### src/rtl/tag_ram_ctrl_if.sv
// Request/response and RAM-port bundle for tag_ram_ctrl.
// slave = controller side, master = pipeline plus RAM side.
interface tag_ram_ctrl_if #(
  parameter int AW = 8,
  parameter int DW = 21
);
  logic          req_valid;
  logic          req_ready;
  logic          req_we;
  logic [AW-1:0] req_addr;
  logic [DW-1:0] req_wdata;
  logic          rsp_valid;
  logic          rsp_ready;
  logic [DW-1:0] rsp_rdata;
  logic          flush_req;
  logic          init_busy;
  logic          ram_ena;
  logic          ram_wea;
  logic [AW-1:0] ram_addra;
  logic [DW-1:0] ram_dina;
  logic          ram_rst;
  logic [DW-1:0] ram_douta;

  modport slave (
    input  req_valid, req_we, req_addr, req_wdata, rsp_ready, flush_req, ram_douta,
    output req_ready, rsp_valid, rsp_rdata, init_busy,
           ram_ena, ram_wea, ram_addra, ram_dina, ram_rst
  );

  modport master (
    output req_valid, req_we, req_addr, req_wdata, rsp_ready, flush_req, ram_douta,
    input  req_ready, rsp_valid, rsp_rdata, init_busy,
           ram_ena, ram_wea, ram_addra, ram_dina, ram_rst
  );
endinterface

### src/rtl/tag_ram_ctrl.sv
// Port controller for the single-port DCache tag RAM: request handshake, held read response,
// and array initialisation. TAG_RAM_CTRL_INIT_EN selects the INIT sweep/flush; otherwise a RAM reset pulse.
module tag_ram_ctrl #(
  parameter int            AW       = 8,
  parameter int            DW       = 21,
  parameter logic [DW-1:0] INIT_VAL = '0
) (
  input  logic         CLKA,
  input  logic         RST,
  tag_ram_ctrl_if.slave bus
);

  logic          sweep;       // controller owns the RAM port this cycle
  logic          blk;         // requests refused this cycle
  logic [AW-1:0] sweep_addr;
  logic          acc, rd_acc, hs;
  logic          rsp_valid_q, rsp_valid_d;
  logic          first_q, first_d;
  logic [DW-1:0] hold_q, hold_d;

  assign hs = rsp_valid_q & bus.rsp_ready;

`ifdef TAG_RAM_CTRL_INIT_EN
  typedef enum logic [1:0] {S_INIT, S_RUN, S_DRAIN} state_e;

  state_e        state_q, state_d;
  logic [AW-1:0] cnt_q, cnt_d;

  always_ff @(posedge CLKA or posedge RST) begin
    if (RST) begin
      state_q <= S_INIT;
      cnt_q   <= '0;
    end else begin
      state_q <= state_d;
      cnt_q   <= cnt_d;
    end
  end

  always_comb begin
    state_d = state_q;
    cnt_d   = cnt_q;
    blk     = 1'b0;
    case (state_q)
      S_INIT: begin
        cnt_d = cnt_q + 1'b1;
        if (cnt_q == {AW{1'b1}}) state_d = S_RUN;
      end
      S_RUN: begin
        if (bus.flush_req) begin
          blk = 1'b1;
          // A response delivered in the flush cycle itself needs no drain.
          if (!rsp_valid_q || bus.rsp_ready) begin
            state_d = S_INIT;
            cnt_d   = '0;
          end else begin
            state_d = S_DRAIN;
          end
        end
      end
      S_DRAIN: begin
        blk = 1'b1;
        if (!rsp_valid_q || bus.rsp_ready) begin
          state_d = S_INIT;
          cnt_d   = '0;
        end
      end
      default: state_d = S_RUN;
    endcase
  end

  assign sweep         = (state_q == S_INIT);
  assign sweep_addr    = cnt_q;
  assign bus.init_busy = sweep;
  assign bus.ram_rst   = 1'b0;

`else
  logic boot_q, ram_rst_q, flush_pend_q;
  logic flush_any, flush_now;

  // A flush waits for any outstanding response, then pulses the RAM reset.
  assign flush_any = bus.flush_req | flush_pend_q;
  assign flush_now = flush_any & (~rsp_valid_q | bus.rsp_ready);

  always_ff @(posedge CLKA or posedge RST) begin
    if (RST) begin
      boot_q       <= 1'b0;
      ram_rst_q    <= 1'b0;
      flush_pend_q <= 1'b0;
    end else begin
      boot_q       <= 1'b1;
      ram_rst_q    <= ~boot_q | flush_now;
      flush_pend_q <= flush_any & ~flush_now;
    end
  end

  assign blk           = ram_rst_q | flush_any | ~boot_q;
  assign sweep         = 1'b0;
  assign sweep_addr    = '0;
  assign bus.init_busy = 1'b0;
  assign bus.ram_rst   = ram_rst_q;
`endif

  assign bus.req_ready = ~sweep & ~blk & (~rsp_valid_q | bus.rsp_ready);
  assign acc           = bus.req_valid & bus.req_ready;
  assign rd_acc        = acc & ~bus.req_we;

  assign bus.ram_ena   = sweep | acc;
  assign bus.ram_wea   = sweep | (acc & bus.req_we);
  assign bus.ram_addra = sweep ? sweep_addr : bus.req_addr;
  assign bus.ram_dina  = sweep ? INIT_VAL   : bus.req_wdata;

  // RAM output is only valid in the first response cycle; hold it for stalls.
  always_comb begin
    rsp_valid_d = rd_acc | (rsp_valid_q & ~hs);
    first_d     = rd_acc;
    hold_d      = hold_q;
    if (first_q) hold_d = bus.ram_douta;
  end

  always_ff @(posedge CLKA or posedge RST) begin
    if (RST) begin
      rsp_valid_q <= 1'b0;
      first_q     <= 1'b0;
      hold_q      <= '0;
    end else begin
      rsp_valid_q <= rsp_valid_d;
      first_q     <= first_d;
      hold_q      <= hold_d;
    end
  end

  assign bus.rsp_valid = rsp_valid_q;
  assign bus.rsp_rdata = first_q ? bus.ram_douta : hold_q;

endmodule
### src/flat_wrapper.sv
// flat-port wrapper written by rule: the top's interface ports become plain ports
module tag_ram_ctrl_flat 
#(
  parameter int            AW       = 8,
  parameter int            DW       = 21,
  parameter logic [DW-1:0] INIT_VAL = '0
)
  (CLKA, RST, bus_req_valid, bus_req_we, bus_req_addr, bus_req_wdata, bus_rsp_ready, bus_flush_req, bus_ram_douta, bus_req_ready, bus_rsp_valid, bus_rsp_rdata, bus_init_busy, bus_ram_ena, bus_ram_wea, bus_ram_addra, bus_ram_dina, bus_ram_rst);
  tag_ram_ctrl_if #(.AW(AW), .DW(DW)) bus_i ();
  input  logic CLKA;
  input  logic RST;
  input wire logic [$bits(bus_i.req_valid)-1:0] bus_req_valid;
  input wire logic [$bits(bus_i.req_we)-1:0] bus_req_we;
  input wire logic [$bits(bus_i.req_addr)-1:0] bus_req_addr;
  input wire logic [$bits(bus_i.req_wdata)-1:0] bus_req_wdata;
  input wire logic [$bits(bus_i.rsp_ready)-1:0] bus_rsp_ready;
  input wire logic [$bits(bus_i.flush_req)-1:0] bus_flush_req;
  input wire logic [$bits(bus_i.ram_douta)-1:0] bus_ram_douta;
  output wire logic [$bits(bus_i.req_ready)-1:0] bus_req_ready;
  output wire logic [$bits(bus_i.rsp_valid)-1:0] bus_rsp_valid;
  output wire logic [$bits(bus_i.rsp_rdata)-1:0] bus_rsp_rdata;
  output wire logic [$bits(bus_i.init_busy)-1:0] bus_init_busy;
  output wire logic [$bits(bus_i.ram_ena)-1:0] bus_ram_ena;
  output wire logic [$bits(bus_i.ram_wea)-1:0] bus_ram_wea;
  output wire logic [$bits(bus_i.ram_addra)-1:0] bus_ram_addra;
  output wire logic [$bits(bus_i.ram_dina)-1:0] bus_ram_dina;
  output wire logic [$bits(bus_i.ram_rst)-1:0] bus_ram_rst;
  assign bus_i.req_valid = bus_req_valid;
  assign bus_i.req_we = bus_req_we;
  assign bus_i.req_addr = bus_req_addr;
  assign bus_i.req_wdata = bus_req_wdata;
  assign bus_i.rsp_ready = bus_rsp_ready;
  assign bus_i.flush_req = bus_flush_req;
  assign bus_i.ram_douta = bus_ram_douta;
  assign bus_req_ready = bus_i.req_ready;
  assign bus_rsp_valid = bus_i.rsp_valid;
  assign bus_rsp_rdata = bus_i.rsp_rdata;
  assign bus_init_busy = bus_i.init_busy;
  assign bus_ram_ena = bus_i.ram_ena;
  assign bus_ram_wea = bus_i.ram_wea;
  assign bus_ram_addra = bus_i.ram_addra;
  assign bus_ram_dina = bus_i.ram_dina;
  assign bus_ram_rst = bus_i.ram_rst;
  tag_ram_ctrl #(.AW(AW), .DW(DW), .INIT_VAL(INIT_VAL)) u_core (.CLKA(CLKA), .RST(RST), .bus(bus_i));
endmodule
### config.mk
export PLATFORM = sky130hd
export DESIGN_NAME = tag_ram_ctrl_flat
export DESIGN_NICKNAME = d
export VERILOG_FILES = /design/src/rtl/tag_ram_ctrl_if.sv /design/src/rtl/tag_ram_ctrl.sv /design/src/flat_wrapper.sv
export SDC_FILE = /design/constraint.sdc
export NUM_CORES = 1
export LEC_CHECK = 0
export ABC_AREA = 1
export BUFFER_PORTS_ARGS = -buffer_cell sky130_fd_sc_hd__buf_2
export CAP_MARGIN = 20
export CORE_UTILIZATION = 41
export DETAILED_ROUTE_END_ITERATION = 8
export PLACE_DENSITY_LB_ADDON = 0.2
export REMOVE_ABC_BUFFERS = 1
export SKIP_LAST_GASP = 1
export SYNTH_ARGS = -nofsm -noshare
export SYNTH_HDL_FRONTEND = slang
export SYNTH_SLANG_ARGS = --single-unit
### constraint.sdc
create_clock -name CLKA -period 3 [get_ports CLKA]
set_clock_uncertainty 0.2 [all_clocks]
set_input_delay 0.3 -clock CLKA [delete_from_list [all_inputs] [get_ports CLKA]]
set_output_delay 0.3 -clock CLKA [all_outputs]
set_load 0.02 [all_outputs]
# Word-level counts from Yosys, hierarchy flattened
# Cells that the tools add are included.
# op_classes
n_addsub	0
n_mul	0
div	0
n_lt_le_gt_ge	0
n_eq_ne	0
shifts	0
muxes	1
bitwise	20
reduce_logical	0
# ops
cell	n
2-to-1 mux 21 bit	1
bitwise AND 1 bit	8
inverter 1 bit	6
bitwise OR 1 bit	6
# word_totals
regBits	26
latchBits	0
ramBits	0
mem_bits_ro	0
output_inout_bits	56
wordCells	27
memories	0

# Depth between registers and ports, before layout
# depth
depth_word	8
depth_mapped	6
mapped_depth_nobuf	6

# Least setup slack after synthesis
# No wires, ideal clock.
# synth_path
path_type	register to output
start	register u_core.rsp_valid_q (netlist: u_core.bus.rsp_valid)
end	output port bus_ram_wea
t_arrival_ns	1.167
required_time_ns	2.500
slack_ns	1.333
path_stages_with_launch	6
cell_sequence	dfrtp_1 > nand2_2 > nand2_2 > nor2_4 > nand2_1 > nor2_1
# synth_between
elab_chain_len	5
# synth_lines
element	line	text
start: declaration	tag_ram_ctrl.sv:17	logic rsp_valid_q, rsp_valid_d;
start signal: assignment	tag_ram_ctrl.sv:126	rsp_valid_q <= rsp_valid_d;
inverter 1 bit	tag_ram_ctrl.sv:103	assign bus.req_ready = ~sweep & ~blk & (~rsp_valid_q | bus.rsp_ready);
bitwise OR 1 bit	tag_ram_ctrl.sv:103	
bitwise AND 1 bit	tag_ram_ctrl.sv:103	
via bus_req_ready	flat_wrapper.sv:19	output wire logic [$bits(bus_i.req_ready)-1:0] bus_req_ready;
bitwise AND 1 bit	tag_ram_ctrl.sv:104	assign acc = bus.req_valid & bus.req_ready;
bitwise AND 1 bit	tag_ram_ctrl.sv:108	assign bus.ram_wea = sweep | (acc & bus.req_we);
end: declaration	flat_wrapper.sv:24	output wire logic [$bits(bus_i.ram_wea)-1:0] bus_ram_wea;
# The timed path passes the listed nets, and every way through them passes these cells.

# Final worst setup path
# layout_path
start	register u_core.first_q
end	output port bus_rsp_rdata[16]
# layout_between
elab_chain_len	1
# layout_lines
element	line	text
start: declaration	tag_ram_ctrl.sv:18	logic first_q, first_d;
start signal: assignment	tag_ram_ctrl.sv:127	first_q <= first_d;
2-to-1 mux 21 bit	--	
end: declaration	flat_wrapper.sv:21	output wire logic [$bits(bus_i.rsp_rdata)-1:0] bus_rsp_rdata;
# No other way between the ends.

==> out/metrics.yaml <==
floorplanning:
  io_pins: 112
  die_w_um: 58.37
  die_area_um2: 3406
  fp.dieH_um: 58.37
  rows: 20
  core_um2: 3028
  start_util_pct: 43.02
worst_setup_path:
  startpoint_type: "flop"
  crit_type: "flop to output pin"
  cp.required_ns: 2.50
  cp_max_fo: 16
  max_stage_delay_ns: 0.54
  path_cells: "buf_4 > mux2_4 > buf_2"
  cp_slowest_cell: "dfrtp_1"
  timing.rr.start: "u_core.first_q"
  cp-end-kind: "output pin"
  cp-startpoint: "u_core.first_q"
  cp_data_arrival_time_ns: 1.73
sta:
  setup_viol: 0
  finalCritPeriodShare_pct: 74.46
  whs_ns: 0.01931
  min_period_ns: 2.234
  tns_ns: 0
  slew_headroom_pct: 63.52
  slew_violations: 0
  final_hold_viol_count: 0
  grt_setup_unrepaired: "false"
  tightestPinTransition_ns: 0.5466
  fmax_mhz: 447.7
  setup_ws_ns: 0.7662
logic_synthesis:
  yosysUniqueCellTypes: 15
  syn_area_um2: 1302
  yosys_register_bits: 26
  ys_warn_count: 0
  avgSynthCellArea_um2: 13.16
  synth_cells: 99
  seq_area_frac_synth_pct: 49.95
cells_and_area:
  areaGrowthSynthToFinish_pct: 19.69
  postLayoutCoreUtil_pct: 51.49
  drive_above_1_share_pct: 60.87
  antennaDiodeCount: 0
  nets: 195
  fin_area_um2: 1559
  fillers: 278
flow_run:
  maxCapViolations: 0
clocking:
  clkSlewWorstSetupHoldPaths_ns: 0.13
  worstSkewPairLatency_ns: 0.32
  cts_max_level: 1
  cts_tree: "built"
  clockBufferDepth: 2
  post_cts_buffers: 0
  cts_buffers: 3
  clock-root-buffer: "clkbuf_4"
  cts_sinks: 26
placement:
  place_area_um2: 1378
  gp_congestion: 0.6792
  hpwl_um: 2225
  port_buffers: 52
  dp_slack_ns: 1.115
routing:
  drt-vias-per-instance: 4.423
  drtPass1Iterations: 3
  drcViolationCount: 0
  wl_per_cell_um: 17.15
  routed-via-count: 805
  final_antenna_net_count: 0
  routed_wl_um: 3121
  drt-initial-drc-count: 21
grt:
  grt_pass1_wl_um: 4257
  grtUsageTotal_pct: 18.13
  antenna_found_initial: 0
  grt-ovfl-total: 0
  grt_pass1_vias: 782
  grt_max_degree: 27
min_path:
  worstHoldStart: "bus_ram_douta[9]"
  hold_path.class: "input port to flop"
outcome:
  status: "complete, no violations"
power:
  powerDensity_nw_per_um2: 573.2
  p_leak_nw: 0.8569
  ir_drop_mv: 0.3126
-- routing by layer --
metal | global-route usage [%] | wire, µm | vias up
met5 | 0 | 0 | -
met4 | 3.061 | 11 | 0
met3 | 18.02 | 597 | 2
met2 | 20.85 | 1146 | 71
met1 | 23.76 | 1366 | 375
li1 | - | - | 357
-- synth_stat cells (all sizes together) --
cell type / number / area, µm²
conb: 2 / 7.510
mux2: 21 / 311.6
dfrtp: 26 / 650.6
buf: 32 / 247.7
nand2: 6 / 27.52
nor2: 4 / 25.03
nand3: 1 / 5.000
o21ai: 1 / 5.000
inv: 6 / 22.52
-- area by class of cell --
type | instances | area [µm²] | area share, %
clock buffers | 4 | 36.28 | 2.327
inverters | 6 | 22.52 | 1.445
multi-input cells | 35 | 381.6 | 24.48
flip-flops and latches | 26 | 650.6 | 41.73
well taps | 44 | 55.05 | 3.531
repair buffers | 67 | 412.9 | 26.48
-- registers in the layout, indices dropped and copies added (netlist names) --
name                  cells
u_core.hold_q            21
u_core.boot_q             1
u_core.bus.ram_rst        1
u_core.bus.rsp_valid      1
u_core.first_q            1
u_core.flush_pend_q       1
-- cell usage in the layout, fill, tap and decap left out --
cell and count:
buf_2 52, dfrtp_1 26, mux2_4 20, dlygate4sd3_1 13
inv_1 5, nand2_1 4, clkbuf_4 3, nand2_2 2
nor2_1 2, conb_1 2, nor2_2 1, inv_2 1
nor2_4 1, nand3_1 1, o21ai_0 1, mux2_2 1
clkbuf_8 1, buf_8 1, buf_4 1
-- power breakdown --
part           leakage (nW)  internal [mW]  switching [mW]  total (mW)
clock                0.0210         0.0742           0.100       0.174
combinational         0.505          0.142           0.151       0.293
sequential            0.331          0.410          0.0165       0.426
total                 0.857          0.626           0.267       0.894
-- path summary, 6_finish.rpt --
kind                            cells after the start                 end  slack [ns]
min in group asynchronous                           3  u_core.bus.ram_rst        0.34
max in group asynchronous                           4    u_core.hold_q[4]        1.78
worst min-delay path                                2    u_core.hold_q[9]        0.02
worst max-delay path                                3   bus_rsp_rdata[16]        0.77
worst max register to register                      2   u_core.hold_q[15]        1.44
worst min register to register                      1  u_core.bus.ram_rst        0.25
-- stage by stage --
| step | total power, mW | instances |
|---|---|---|
| 6_report | 0.8936 | 182 |
| 3_5_place_dp | 0.7124 | 164 |
| 5_1_grt | 0.9424 | 182 |
| 2_1_floorplan | 0.6257 | 67 |
| 4_1_cts | 0.8997 | 175 |
| 3_3_place_gp | 0.7114 | 164 |
-- critical path: cells and delay by family, from the launching register on --
kind | cells | cell delay (ns)
mux | 1 | 0.34
flops | 1 | 0.54
buf+inv | 2 | 0.52
-- cells by family after synthesis --
family	synth area share (%)
mux	23.92
buf+inv	20.75
flops	49.95
compound gates	0.3839
simple gates	4.418
other cells	0.5766
-- what timing repair did --
item | CTS | global route
hold endpoints to repair | 7 | 18
resized for setup | 0 | 0
hold buffers | 7 | 6
No activity file was read; power rests on OpenSTA's default activity.
